## config.mk

```make
export PLATFORM = sky130hd
export DESIGN_NAME = etapa_id_ex
export DESIGN_NICKNAME = d
export VERILOG_FILES = /design/src/rtl/etapa_id_ex.sv
export SDC_FILE = /design/constraint.sdc
export NUM_CORES = 1
export LEC_CHECK = 0
export ABC_AREA = 1
export BUFFER_PORTS_ARGS = -buffer_cell sky130_fd_sc_hd__buf_2
export CORE_AREA = 3 3 135 137
export CTS_CLUSTER_DIAMETER = 60
export CTS_CLUSTER_SIZE = 20
export DETAILED_ROUTE_END_ITERATION = 10
export DIE_AREA = 0 0 138 140
export GPL_TIMING_DRIVEN = 0
export SETUP_SLACK_MARGIN = 0.2
export SYNTH_ARGS = -nofsm -noshare
export SYNTH_HDL_FRONTEND = slang
export SYNTH_SLANG_ARGS = --single-unit
export TNS_END_PERCENT = 50
```

## constraint.sdc

```tcl
create_clock -name clk -period 2.1 [get_ports clk]
set_clock_uncertainty 0.15 [all_clocks]
set_input_delay 0.21 -clock clk [delete_from_list [all_inputs] [get_ports clk]]
set_output_delay 0.21 -clock clk [all_outputs]
set_load 0.03 [all_outputs]
```

## src/rtl/etapa_id_ex.sv

```systemverilog
// etapa_id_ex: ID/EX pipeline register with write-back bypass, load-use stall, flush and bubble counter
module etapa_id_ex #(
    parameter int ANCHO     = 32,
    parameter int ANCHO_CNT = 16
) (
    input  logic                 clk,
    input  logic                 rst_n,
    input  logic                 valido_id,
    input  logic [ANCHO-1:0]     pc4_id,
    input  logic [ANCHO-1:0]     datolec1,
    input  logic [ANCHO-1:0]     datolec2,
    input  logic [4:0]           dirlec1,
    input  logic [4:0]           dirlec2,
    input  logic [4:0]           rd_id,
    input  logic [15:0]          inm_id,
    input  logic                 regdst_id,
    input  logic                 alusrc_id,
    input  logic                 memrd_id,
    input  logic                 memwr_id,
    input  logic                 memtoreg_id,
    input  logic                 enesc_id,
    input  logic [2:0]           aluop_id,
    input  logic [4:0]           diresc,
    input  logic [ANCHO-1:0]     datoesc,
    input  logic                 enesc,
    input  logic                 flush,
    output logic                 stall,
    output logic                 valido_ex,
    output logic [ANCHO-1:0]     pc4_ex,
    output logic [ANCHO-1:0]     op1_ex,
    output logic [ANCHO-1:0]     op2_ex,
    output logic [ANCHO-1:0]     inm_ex,
    output logic [4:0]           rt_ex,
    output logic [4:0]           rs_ex,
    output logic [4:0]           direx,
    output logic                 regdst_ex,
    output logic                 alusrc_ex,
    output logic [2:0]           aluop_ex,
    output logic                 memrd_ex,
    output logic                 memwr_ex,
    output logic                 memtoreg_ex,
    output logic                 enesc_ex,
    output logic [ANCHO_CNT-1:0] cnt_burbujas
);
    logic                 valido_q, valido_d;
    logic [ANCHO-1:0]     pc4_q, pc4_d, op1_q, op1_d, op2_q, op2_d, inm_q, inm_d;
    logic [4:0]           rt_q, rt_d, rs_q, rs_d, dir_q, dir_d;
    logic                 regdst_q, regdst_d, alusrc_q, alusrc_d;
    logic [2:0]           aluop_q, aluop_d;
    logic                 memrd_q, memrd_d, memwr_q, memwr_d, memtoreg_q, memtoreg_d, enesc_q, enesc_d;
    logic [ANCHO_CNT-1:0] cnt_q, cnt_d;
    logic                 burbuja;

    assign stall = valido_id & memrd_q & valido_q & (rt_q != 5'd0) &
                   ((rt_q == dirlec1) | (rt_q == dirlec2));
    assign burbuja = flush | stall;

    // Next EX contents: data always follows ID, control is killed on a bubble
    always_comb begin
        pc4_d      = pc4_id;
        op1_d      = (enesc && diresc != 5'd0 && diresc == dirlec1) ? datoesc : datolec1;
        op2_d      = (enesc && diresc != 5'd0 && diresc == dirlec2) ? datoesc : datolec2;
        inm_d      = {{(ANCHO-16){inm_id[15]}}, inm_id};
        rt_d       = dirlec2;
        rs_d       = dirlec1;
        dir_d      = regdst_id ? rd_id : dirlec2;
        regdst_d   = regdst_id;
        alusrc_d   = alusrc_id;
        aluop_d    = aluop_id;
        valido_d   = valido_id & ~burbuja;
        memrd_d    = memrd_id & ~burbuja;
        memwr_d    = memwr_id & ~burbuja;
        memtoreg_d = memtoreg_id & ~burbuja;
        enesc_d    = enesc_id & ~burbuja;
        cnt_d      = (burbuja && valido_id && cnt_q != '1) ? cnt_q + 1'b1 : cnt_q;
    end

    // EX register bank and bubble counter, cleared by synchronous reset
    always_ff @(posedge clk) begin
        if (!rst_n) begin
            valido_q   <= 1'b0;
            pc4_q      <= '0;
            op1_q      <= '0;
            op2_q      <= '0;
            inm_q      <= '0;
            rt_q       <= '0;
            rs_q       <= '0;
            dir_q      <= '0;
            regdst_q   <= 1'b0;
            alusrc_q   <= 1'b0;
            aluop_q    <= '0;
            memrd_q    <= 1'b0;
            memwr_q    <= 1'b0;
            memtoreg_q <= 1'b0;
            enesc_q    <= 1'b0;
            cnt_q      <= '0;
        end else begin
            valido_q   <= valido_d;
            pc4_q      <= pc4_d;
            op1_q      <= op1_d;
            op2_q      <= op2_d;
            inm_q      <= inm_d;
            rt_q       <= rt_d;
            rs_q       <= rs_d;
            dir_q      <= dir_d;
            regdst_q   <= regdst_d;
            alusrc_q   <= alusrc_d;
            aluop_q    <= aluop_d;
            memrd_q    <= memrd_d;
            memwr_q    <= memwr_d;
            memtoreg_q <= memtoreg_d;
            enesc_q    <= enesc_d;
            cnt_q      <= cnt_d;
        end
    end

    assign valido_ex    = valido_q;
    assign pc4_ex       = pc4_q;
    assign op1_ex       = op1_q;
    assign op2_ex       = op2_q;
    assign inm_ex       = inm_q;
    assign rt_ex        = rt_q;
    assign rs_ex        = rs_q;
    assign direx        = dir_q;
    assign regdst_ex    = regdst_q;
    assign alusrc_ex    = alusrc_q;
    assign aluop_ex     = aluop_q;
    assign memrd_ex     = memrd_q;
    assign memwr_ex     = memwr_q;
    assign memtoreg_ex  = memtoreg_q;
    assign enesc_ex     = enesc_q;
    assign cnt_burbujas = cnt_q;
endmodule

```

# After elaboration in Yosys (flattened, before gate mapping)
# Cells that the tools add are included.
# Widths: inputs -> output; s select.
word_totals:
  ff_bits: 153
  inputBits: 178
  output_inout_bits: 170
  word_cells: 44
classes:
  addsub: 1
  eq_ne: 5
  muxes: 3
  n_bitwise: 12
  n_reduce_logical: 7
ops:
  columns: ["operator", "count"]
  rows:
  - ["$mux 32", 2]
  - ["$eq 5x5->1", 4]
  - ["$add 16x1->16 const B", 1]
  - ["$ne 16x16->1 const B", 1]
  - ["$reduce_bool 5->1", 2]
  - ["$and 1x1->1", 9]
  - ["$logic_and 1x1->1", 5]
  - ["$mux 5", 1]
  - ["$or 1x1->1", 2]
  - ["$not 1->1", 1]

# Longest topological paths before layout
# Gate-level depths: netlist of run 1.
logic_depth:
  word_depth: 7
  mapped_depth: 13
  ltp_nobuf: 12

# Worst setup path before layout of run 1
# Ideal clock, no wire load.
synth_timing:
  kind: "flip-flop to flip-flop"
  from: "register cnt_q[1] (netlist: cnt_burbujas[1])"
  to: "register cnt_q[6] (netlist: cnt_burbujas[6])"
  setup_ns: 0.117
  t_arrival_ns: 1.640
  required_time_ns: 1.833
  slack_ns: 0.193
  path_stages_with_launch: 11
  path_buffers: 0
  synth_period_minus_slack_ns: 1.907
  cell_sequence: "dfxtp_1 -> ha_1 -> nand2_1 -> inv_1 -> nand2_1 -> nor3_1 -> nor2_1 -> nand3_1 -> nand2_1 -> nand2_1 -> nor2_1"
synth_via:
  elab_chain_cells: 2
  elab_cells_between_ends: 3
  cone_classes: "add/sub: 1; eq/ne: 1; reduce/logical: 1"
synth_lines:
  columns: ["element", "line_no", "source"]
  rows:
  - ["start, declared", "51", "logic [ANCHO_CNT-1:0] cnt_q, cnt_d;"]
  - ["start signal, assigned", "113", "cnt_q <= cnt_d;"]
  - ["parallel branches: the longest is 2 deep, another holds $add 16x1->16", null, null]
# Parallel ways; which one is timed is not known.
# A chain may end at the register's enable or synchronous reset.

# Worst setup path in the final report of run 1
layout_timing:
  from: "register rt_q[0] (netlist: rt_ex[0])"
  to: "output port stall"
layout_via:
  elab_chain_cells: 3
  elab_cells_between_ends: 6
  cone_classes: "eq/ne: 2; bitwise: 3; reduce/logical: 1"
layout_lines:
  columns: ["element", "line_no", "source"]
  rows:
  - ["start, declared", "47", "logic [4:0] rt_q, rt_d, rs_q, rs_d, dir_q, dir_d;"]
  - ["start signal, assigned", "103", "rt_q <= rt_d;"]
  - ["$eq 5x5->1 or $reduce_bool 5->1 (tied branches)", "55, 54", null]
  - ["$or 1x1->1 or $and 1x1->1 (tied branches)", "55, 54", null]
  - ["$and 1x1->1 (*)", "54", "assign stall = valido_id & memrd_q & valido_q & (rt_q != 5'd0) &"]
  - ["end, declared", "27", "output logic stall,"]
# Every way passes the cells marked *; elsewhere a longest branch is shown, timed or not.

==> results of run 1 <==
[power breakdown]
| part | switching [mW] | internal [mW] | total [mW] |
|---|---|---|---|
| sequential | 0.0518 | 3.06 | 3.11 |
| combinational | 0.814 | 0.583 | 1.40 |
| clock | 1.27 | 2.07 | 3.34 |
| total | 2.13 | 5.71 | 7.85 |
[critical path, cell delays in order (launching register included)]
cell	delay, ns
dfxtp_4	0.37
nand2_1	0.05
inv_1	0.05
nor2_1	0.04
nor2_1	0.12
nand3_1	0.09
nand2_1	0.10
nand2_2	0.07
inv_2	0.05
buf_6	0.12
[per-layer routing]
metal,GRT usage,wire [um]
met5,0,0
met4,0.105,921
met3,0.0638,1370
met2,0.391,11200
met1,0.250,8930
[how the worst max path moves through the flow]
| stage | endpoint | cells after the start | start |
|---|---|---|---|
| 6_report | stall | 9 | rt_ex[0]$_SDFF_PN0_ |
| 5_1_grt | stall | 9 | rt_ex[1]$_SDFF_PN0_ |
| 4_1_cts | stall | 9 | rt_ex[3]$_SDFF_PN0_ |
| 3_5_place_dp | op2_ex[28]$_SDFF_PN0_ | 7 | dirlec2[1] |
| 3_3_place_gp | op2_ex[9]$_SDFF_PN0_ | 7 | dirlec2[1] |
| 2_1_floorplan | cnt_burbujas[10]$_SDFFE_PN0P_ | 13 | rt_ex[3]$_SDFF_PN0_ |
[registers in the layout, summed over array words and instances (netlist names), 3 cells and up]
signal,count
op1_ex,32
direx,5
inm_ex,16
rs_ex,5
pc4_ex,32
op2_ex,32
rt_ex,5
aluop_ex,3
cnt_burbujas,16
[logic make-up (layout without fill, tap and decap cells)]
family | after synthesis | in the layout | share of synthesized area
buf+inv | 164 | 715 | 0.122
xor+xnor | 13 | 13 | 0.0198
fa+ha+maj | 1 | 1 | 0.00217
flops | 153 | 153 | 0.532
compound gates | 103 | 103 | 0.0910
simple gates | 332 | 332 | 0.233
[cells in the mapped netlist]
| library cell | count | area, um^2 |
|---|---|---|
| nand3_2 | 2 | 20.0 |
| dfxtp_1 | 153 | 3060 |
| xnor2_1 | 2 | 17.5 |
| nor4_4 | 1 | 21.3 |
| and2_1 | 1 | 6.26 |
| inv_2 | 1 | 3.75 |
| nand4_1 | 13 | 81.3 |
| o22ai_1 | 5 | 31.3 |
| buf_4 | 21 | 158 |
| ha_1 | 1 | 12.5 |
| xor2_1 | 11 | 96.3 |
| clkinv_1 | 1 | 3.75 |
| nor2_1 | 148 | 556 |
| nor2_2 | 1 | 6.26 |
| nand3_1 | 19 | 95.1 |
| clkbuf_1 | 21 | 78.8 |
| buf_1 | 3 | 11.3 |
| buf_2 | 7 | 35.0 |
| a21oi_1 | 32 | 160 |
| nand2_1 | 143 | 537 |
| inv_1 | 110 | 413 |
| o21ai_0 | 34 | 170 |
| o211ai_1 | 1 | 7.51 |
| o21ai_1 | 31 | 155 |
| nor4_1 | 1 | 6.26 |
| nor3_1 | 3 | 15.0 |
[cell usage in the layout, fill, tap and decap left out, types with 4 or more instances in the layout]
| cell | synthesis | routed |
|---|---|---|
| buf_4 | 21 | 22 |
| buf_2 | 7 | 351 |
| dfxtp_2 | 0 | 4 |
| o21ai_1 | 31 | 31 |
| bufinv_16 | 0 | 4 |
| dfxtp_1 | 153 | 146 |
| inv_1 | 110 | 107 |
| o21ai_0 | 34 | 34 |
| clkbuf_16 | 0 | 17 |
| inv_6 | 0 | 4 |
| dlygate4sd3_1 | 0 | 171 |
| nor2_1 | 148 | 145 |
| o22ai_1 | 5 | 5 |
| xor2_1 | 11 | 11 |
| inv_2 | 1 | 4 |
| a21oi_1 | 32 | 32 |
| nand2_1 | 143 | 140 |
| clkbuf_1 | 21 | 22 |
| nand3_1 | 19 | 19 |
| nand4_1 | 13 | 13 |
[cell type report]
| class | count | area share |
|---|---|---|
| repair buffers | 519 | 0.340 |
| flip-flops and latches | 153 | 0.302 |
| multi-input cells | 449 | 0.199 |
| clock buffers | 20 | 0.0447 |
| inverters | 112 | 0.0412 |
| plain buffers | 52 | 0.0284 |
| well taps | 225 | 0.0276 |
| clock inverters | 12 | 0.0181 |
[what timing repair did]
action,CTS,global route
setup endpoints to repair,1,19
pin swaps,0,5
hold endpoints to repair,136,0
hold buffers,171,0
resized for setup,7,17
buffers inserted,0,3
[metrics by stage]
| step | setup slack, ns | util | hold WS (ns) | std cells | total power, mW |
|---|---|---|---|---|---|
| final | 0.260 | 0.594 | 0.0686 | 1542 | 7.85 |
| after global routing | 0.174 | 0.594 | 0.0831 | 1542 | 8.14 |
| after CTS | 0.208 | 0.590 | 0.0387 | 1539 | 7.87 |
| after detailed placement | 0.0855 | 0.452 | 0.244 | 1336 | 4.28 |
| after global placement | 0.0841 | 0.452 | 0.240 | 1336 | 4.28 |
| after floorplan | 0.292 | - | 0.153 | 766 | 3.83 |
==> impl_results.md, run 1 <==
- Crit end category: primary output
- Min-Delay Endpoint: op2_ex[1]$_SDFF_PN0_
- Row count: 48
- GPL Wtd Cong: ~0.9
- Start point of the worst hold path: rst_n
- Worst Setup Path Type: register to primary output
- H-tree depth: 4
- Worst-path clk slew: 0.07 ns
- Peak Freq: between 500 and 600 MHz
- Seq/Total Area, Yosys: 0.532
- HPWL after DPL: 15500 um
- Synthesis-to-layout area growth: 77.2%
- WL per Instance: 14.5 um
- FF-to-FF path depth: 13
- Die height: 140 um
- I/O pin count: 348
- Period utilisation layout: 0.876
- Max capacitance violation total: 0
- Die X-Extent: 138 um
- Grt total ovfl: 0
- First-pass GRT wire length: about 35000 um
- Syn Area/Cell: between 7 and 8 um^2
- Fin Setup TNS: 0 ns
- Slew HR: 0.581
- DRC Markers: 0
- Largest net degree at the start of global routing: 18
- Arrival @ worst endpoint: 1.48 ns
- Reg2reg setup slack: 0.33 ns
- ANT cells: 0
- Core area: 17200 um^2
- CTS tree: yes
- Final Setup Violations: 0
- FF-to-FF End: cnt_burbujas[12]$_SDFFE_PN0P_
- Leakage power: 5.55 nW
- Area of the multi-input gates: ~2000 um^2
- Vias in the first global route: 6770
- DRT antenna net count: 0
- Tightest Pin Transition: roughly 0.63 ns
- Critical-path maximum fanout: 6
- PwrDens: 769 nW/um^2
- Finished Cell Area: 10200 um^2
- Reg-to-reg critical path startpoint: rt_ex[0]$_SDFF_PN0_
- Die area: 19300 um^2
- Layout cells sized above 1: 0.326
- Critical path launch point type: register
- Synth cell types: 26
- Synthesized net count: 945
- Final Hold Fails: 0
- DP Area: between 7000 and 8000 um^2
- Pins Over Slew Limit: 0
- CTS Sinks: 153
- Deepest clock path buffer count: 2
- RSZ-0062 raised after global routing: yes
- Drt total wl: 22400 um
- Iter 0 DRT Violations: around 230
- HP Class: primary input to register
- Yosys warnings: 0
- Initial antenna violation count: 0
- Fill cells: 1532
- DRT Pass-1 Iters: 5
- Worst-skew pair later-pin latency: around 0.42 ns
- Root buf cell: clkbuf_16
- Final min period: 1.84 ns
- FF+latch area: 3080 um^2
- CTS Buf Count: 17
- Vias: 6778
- Initial core utilization: 0.335
- Status: finished, final reports clean
- Mean number of vias per cell: 4.40
- Critical Path RT: between 1.5 and 2 ns
- Fin nets: 1483
- Hold path depth: 3
- Post-Synthesis Cells: 766
- Worst VDD drop: 524 uV
- Seq cells post-synth: 153
- Total track usage: 0.223
- Port Buffer Count: 345
- Synthesized area: between 5000 and 6000 um^2
(Power assumes the default switching activity.)
==> run 2, diff against run 1 <==
--- a/config.mk
+++ b/config.mk
@@ -5,13 +5,12 @@
 export SDC_FILE = /design/constraint.sdc
 export NUM_CORES = 1
 export LEC_CHECK = 0
-export ABC_AREA = 1
 export BUFFER_PORTS_ARGS = -buffer_cell sky130_fd_sc_hd__buf_2
-export CORE_AREA = 3 3 135 137
+export CORE_AREA = 3 3 133 135
 export CTS_CLUSTER_DIAMETER = 60
 export CTS_CLUSTER_SIZE = 20
 export DETAILED_ROUTE_END_ITERATION = 10
-export DIE_AREA = 0 0 138 140
+export DIE_AREA = 0 0 136 138
 export GPL_TIMING_DRIVEN = 0
 export SETUP_SLACK_MARGIN = 0.2
 export SYNTH_ARGS = -nofsm -noshare
==> run 2 against run 1 <==
Net effect: the flow now finishes with violations (negative setup slack); count of clock-buffer cells in the layout stayed put; sequential power hardly changed; utilization is 1.2 points higher; synthesized area is 4.6% lower; final cell count is 16% lower; fmax is 13% lower; register-to-register slack worse by 0.30 ns; die area is 2.9% lower; synthesized cell count is 32% lower; hold slack better by 0.00090 ns; sequential share of layout area is 0.60 points higher; setup slack worse by 0.27 ns; largest cell class unchanged; highest routed layer unchanged.
==> impl_results.md, run 2 <==
- Vias in the first global route: a little over 6000
- Core area: 16600 um^2
- Synthesis-to-layout area growth: 83.1%
- Placed cells: 1084
- Largest net degree at the start of global routing: 18
- Crit end category: primary output
- First-pass GRT wire length: 31700 um
- Grt total ovfl: 0
- Total track usage: 0.213
- Sequential power share: 0.416
- Cell count along the critical path: 4
- CTS Sinks: between 150 and 200
- Post-synth EDFFs: 0
- Crit path to: stall
- Root buf cell: clkbuf_16
- Port Buffer Count: 344
- Worst-path clk slew: roughly 0.06 ns
- Post-Synthesis Cells: between 500 and 600
- Non-Filler Instances: about 1300
- Clock share of power: 0.407
- CP delay by family, top: simple AND/OR/NAND/NOR gates
- Synth top area share: 0.558
- P_sw: 2.05 mW
- Peak Freq: 473 MHz
- CP Launch Point: rt_ex[1]$_SDFF_PN0_
- Critical Path RT: 1.74 ns
- DRT Pass-1 Iters: 4
- Reg-to-reg critical path startpoint: rt_ex[1]$_SDFF_PN0_
- Die X-Extent: 136 um
- Switching share of total power: 0.276
- Post-layout util: 0.606
- Arrival @ worst endpoint: 1.75 ns
- Leakage power: about 4.7 nW
- Seq/Total Area, Yosys: 0.558
- CTS Buf Count: 17
- Worst Hold Slack: around 0.070 ns
- HPWL after DPL: ~14000 um
- Final min period: 2.11 ns
- Synth cell count leaders: dfxtp_1, nor2_1, mux2i_1
- DRC Markers: 0
- Synth async-reset ratio: 0
- Period utilisation layout: 1.01
- Hold path depth: 2
- Mean number of vias per cell: ~4.4
- Worst setup margin: -0.0149 ns
- Reg2reg setup slack: 0.03 ns
- Iter 0 DRT Violations: approximately 210
- Fill cells: 1336
- Most common cell in the synthesized netlist: dfxtp_1
- H-tree depth: 4
- Fin Setup TNS: -0.0149 ns
- GPL Wtd Cong: around 0.84
- DRT antenna net count: 0
- Pins Over Slew Limit: 0
- ANT cells: 0
- Gate power share: 0.177
- FF-to-FF End: cnt_burbujas[1]$_SDFFE_PN0P_
- Die height: 138 um
- Critical-path maximum fanout: 3
- Deepest clock path buffer count: 2
- Synthesized net count: 699
- I/O pin count: 348
- CTS tree: yes
- Worst-skew pair later-pin latency: between 0.4 and 0.5 ns
- Commonest non-fill, non-tap cell in the layout: buf_2
- WL per Instance: ~16 um
- Final Setup Violations: 1
- Initial antenna violation count: 0
- Total power: 7.44 mW
- CP Cell Sequence: or4_4, o2111ai_4, nor2_1, buf_4
- Worst VDD drop: 519 uV
- HP Class: primary input to register
- Finished Cell Area: 10100 um^2
- Status: finished, violations left
- Slowest CP cell: or4_4
- Seq cells post-synth: 153
- Most frequent cells in the layout: buf_2, dlygate4sd3_1, dfxtp_1
- Pint: 5.39 mW
- Synth cell types: 37
- Critical path launch point type: register
- FF-to-FF path depth: 8
- Critical path buffers and inverters: 1
- Drt total wl: between 20000 and 25000 um
- Yosys warnings: 0
- DP Area: 7530 um^2
- Syn Area/Cell: 10.6 um^2
- Synthesized area: 5490 um^2
- Crit-path max cell delay: 0.55 ns
- Row count: 47
- Tightest Pin Transition: 0.756 ns
- Layout cells sized above 1: 0.420
- Largest cells by area after synthesis: dfxtp_1, mux2i_1, and2_1
- Worst Setup Path Type: register to primary output
- Slew HR: 0.496
- Vias: 5691
- Pre-CTS WS: -0.0274 ns
- Max capacitance violation total: 0
- Top FF cell, synth: dfxtp_1
- PwrDens: 740 nW/um^2
- Die area: 18800 um^2
- Failing checks: negative setup slack
- RSZ-0062 raised after global routing: yes
- Fin nets: 1244
- Initial core utilization: 0.331
- Final Hold Fails: 0
- Leading area contributor after synthesis: dfxtp_1
run 2: how the worst min path moves through the flow:
stage,endpoint,startpoint,slack (ns)
2_1_floorplan,rt_ex[1]$_SDFF_PN0_,dirlec2[1],0.18
3_3_place_gp,pc4_ex[12]$_SDFF_PN0_,pc4_id[12],0.27
3_5_place_dp,pc4_ex[15]$_SDFF_PN0_,pc4_id[15],0.27
4_1_cts,valido_ex$_SDFF_PN0_,valido_id,0.05
5_1_grt,valido_ex$_SDFF_PN0_,valido_id,0.07
6_report,valido_ex$_SDFF_PN0_,valido_id,0.07
run 2: layout make-up:
class	instances	area, um^2	area share
Timing Repair Buffer	526	3540	0.352
Sequential cell	153	3090	0.308
Multi-Input combinational cell	318	2290	0.228
Clock buffer	20	467	0.0464
Tap cell	220	275	0.0274
Buffer	42	249	0.0248
Clock inverter	11	113	0.0112
Inverter	7	26.3	0.00261
run 2: cells by family after synthesis:
family                     Yosys count  share of synthesized area
AOI/OAI and AO/OA                   22                     0.0276
xor gates and xnor gates            26                     0.0415
adders and majority gates            1                    0.00228
buffers and inverters               49                     0.0501
DFF                                153                      0.558
muxes                               72                      0.131
and+or+nand+nor                    197                      0.190
run 2: timing repair:
| item | CTS | global route |
|---|---|---|
| endpoints found under the hold margin | 135 | 0 |
| setup endpoints to repair | 22 | 26 |
| setup buffers | 5 | 4 |
| cloned | 1 | 0 |
| pin swaps | 6 | 20 |
| gates resized for setup | 14 | 20 |
| hold buffers | 172 | 0 |
run 2: power groups by stage:
| stage | clock [mW] | combinational (mW) | sequential [mW] |
|---|---|---|---|
| 2_1_floorplan | 0 | 0.300 | 3.46 |
| 6_report | 3.03 | 1.32 | 3.10 |
| 3_5_place_dp | 0 | 1.02 | 3.16 |
| 3_3_place_gp | 0 | 1.02 | 3.16 |
| 5_1_grt | 3.20 | 1.41 | 3.11 |
| 4_1_cts | 3.08 | 1.29 | 3.09 |
run 2: routing by layer:
metal | vias up | wire length [um] | global-route usage
met1 | 2587 | 7750 | 0.227
met3 | 47 | 1700 | 0.0680
met4 | 0 | 600 | 0.0812
met2 | 268 | 10500 | 0.386
met5 | - | 0 | 0
li1 | 2789 | - | -
==> run 3, diff against run 2 <==
==> constraint.sdc (replaced) <==
create_clock -name clk -period 2.1 [get_ports clk]
set_clock_uncertainty 0.15 [all_clocks]
set_input_delay 0.105 -clock clk [delete_from_list [all_inputs] [get_ports clk]]
set_output_delay 0.105 -clock clk [all_outputs]
set_load 0.03 [all_outputs]
==> run 3 against run 2 <==
Net effect: cell area down 0.92%; sequential share of layout area up 0.25 points; via count down 0.42%; largest cell class unchanged; critical path type unchanged; hold slack worse by 0.049 ns; sequential cell count unchanged; the flow now finishes without violations; count of clock-buffer cells in the layout unchanged; final cell count down 0.15%; register-to-register slack better by 0.10 ns.
==> impl_results.md, run 3 (synthesis gave the netlist of run 2 again) <==
- Fin Setup TNS: 0 ns
- Status: finished, final reports clean
- WL per Instance: 15.9 um
- Initial core utilization: 0.331
- Worst-path clk slew: 0.06 ns
- Total power: roughly 7.4 mW
- Slew HR: 0.498
- Final Hold Fails: 0
- CTS tree: yes
- Die X-Extent: approximately 140 um
- Total track usage: 0.215
- Finished Cell Area: 9960 um^2
- Gate power share: 0.177
- Switching share of total power: 0.274
- Pins Over Slew Limit: 0
- Most frequent cells in the layout: buf_2, dlygate4sd3_1, dfxtp_1
- Pint: 5.39 mW
- Initial antenna violation count: 0
- CP Cell Sequence: or4_4, o2111ai_4, nor2_1, buf_4
- Commonest non-fill, non-tap cell in the layout: buf_2
- Iter 0 DRT Violations: 264
- Critical path launch point type: register
- Largest net degree at the start of global routing: 18
- Worst Setup Path Type: register to primary output
- Root buf cell: clkbuf_16
- Arrival @ worst endpoint: 1.76 ns
- Fill cells: 1346
- First-pass GRT wire length: about 32000 um
- Die area: 18800 um^2
- Deepest clock path buffer count: 2
- Layout cells sized above 1: 0.403
- Clock share of power: 0.406
- Leakage power: 4.67 nW
- HP Class: primary input to register
- Crit-path max cell delay: approximately 0.55 ns
- Final Setup Violations: 0
- Crit end category: primary output
- Synthesis-to-layout area growth: 81.4%
- Port Buffer Count: approximately 340
- I/O pin count: 348
- Core area: between 15000 and 20000 um^2
- Sequential power share: 0.417
- Tightest Pin Transition: about 0.75 ns
- P_sw: 2.04 mW
- GPL Wtd Cong: 0.844
- Grt total ovfl: 0
- Worst VDD drop: 517 uV
- Slowest CP cell: or4_4
- Period utilisation layout: 0.960
- RSZ-0062 raised after global routing: yes
- CTS Sinks: 153
- Fin nets: 1242
- Vias: 5667
- DRC Markers: 0
- HPWL after DPL: around 14000 um
- Critical-path maximum fanout: 3
- Critical Path RT: 1.85 ns
- Worst Hold Slack: 0.0206 ns
- DRT Pass-1 Iters: 4
- ANT cells: 0
- Peak Freq: 496 MHz
- H-tree depth: 4
- Max capacitance violation total: 0
- Vias in the first global route: between 6000 and 7000
- Final min period: 2.02 ns
- Mean number of vias per cell: 4.38
- DP Area: 7530 um^2
- Placed cells: 1084
- Drt total wl: slightly above 20000 um
- CTS Buf Count: 17
- Non-Filler Instances: 1295
- Row count: 47
- DRT antenna net count: 0
- PwrDens: ~740 nW/um^2
- Worst-skew pair later-pin latency: 0.41 ns
- Die height: approximately 140 um
-- run 3: path summary, 6_finish.rpt --
check	from	endpoint	slack, ns	depth (start not counted)
worst max register to register	rt_ex[1]$_SDFF_PN0_	cnt_burbujas[1]$_SDFFE_PN0P_	0.13	7
worst min register to register	cnt_burbujas[5]$_SDFFE_PN0P_	cnt_burbujas[5]$_SDFFE_PN0P_	0.34	2
worst max-delay path	rt_ex[1]$_SDFF_PN0_	stall	0.08	4
worst min-delay path	regdst_id	regdst_ex$_SDFF_PN0_	0.02	2
-- run 3: critical path: cells and delay by family (launching register included) --
| family | cells | cell delay, ns |
|---|---|---|
| flip-flops | 1 | 0.35 |
| buffers and inverters | 1 | 0.17 |
| AO/OA/AOI/OAI | 1 | 0.21 |
| AND/OR/NAND/NOR | 2 | 0.63 |
-- run 3: final cells by class --
class                      count  area (um^2)  area share
buffer                        42          249      0.0250
clock buffer                  20          467      0.0468
clock inverter                11          113      0.0113
multi-input combinational    318         2230       0.224
tap                          220          275      0.0276
inverter                       7         26.3     0.00264
sequential                   153         3090       0.310
timing repair buffer         524         3520       0.353
-- run 3: power by group through the flow --
stage                     combinational [mW]  sequential, mW  clock [mW]
after floorplan                        0.300            3.46           0
after global placement                  1.02            3.16           0
after detailed placement                1.02            3.16           0
after CTS                               1.29            3.09        3.08
after global routing                    1.40            3.11        3.20
final                                   1.31            3.10        3.01
-- run 3: repair_timing --
item	CTS	global route
setup endpoints to repair	22	23
gates resized for setup	9	1
pin swaps	5	3
hold buffers	176	0
setup buffers	4	0
endpoints found under the hold margin	136	0
-- run 3: layer usage --
metal | up-vias | GRT usage | wire length (um)
met1 | 2567 | 0.227 | 7800
li1 | 2786 | - | -
met2 | 272 | 0.392 | 10600
met5 | - | 0 | 0
met4 | 0 | 0.0838 | 583
met3 | 42 | 0.0698 | 1690
-- run 3: stage by stage --
stage | util | setup WS (ns)
CTS | 0.600 | 0.0569
detailed placement | 0.454 | 0.0621
global route | 0.601 | 0.0284
global placement | 0.454 | 0.0553
finish | 0.601 | 0.0838
floorplan | - | 0.178
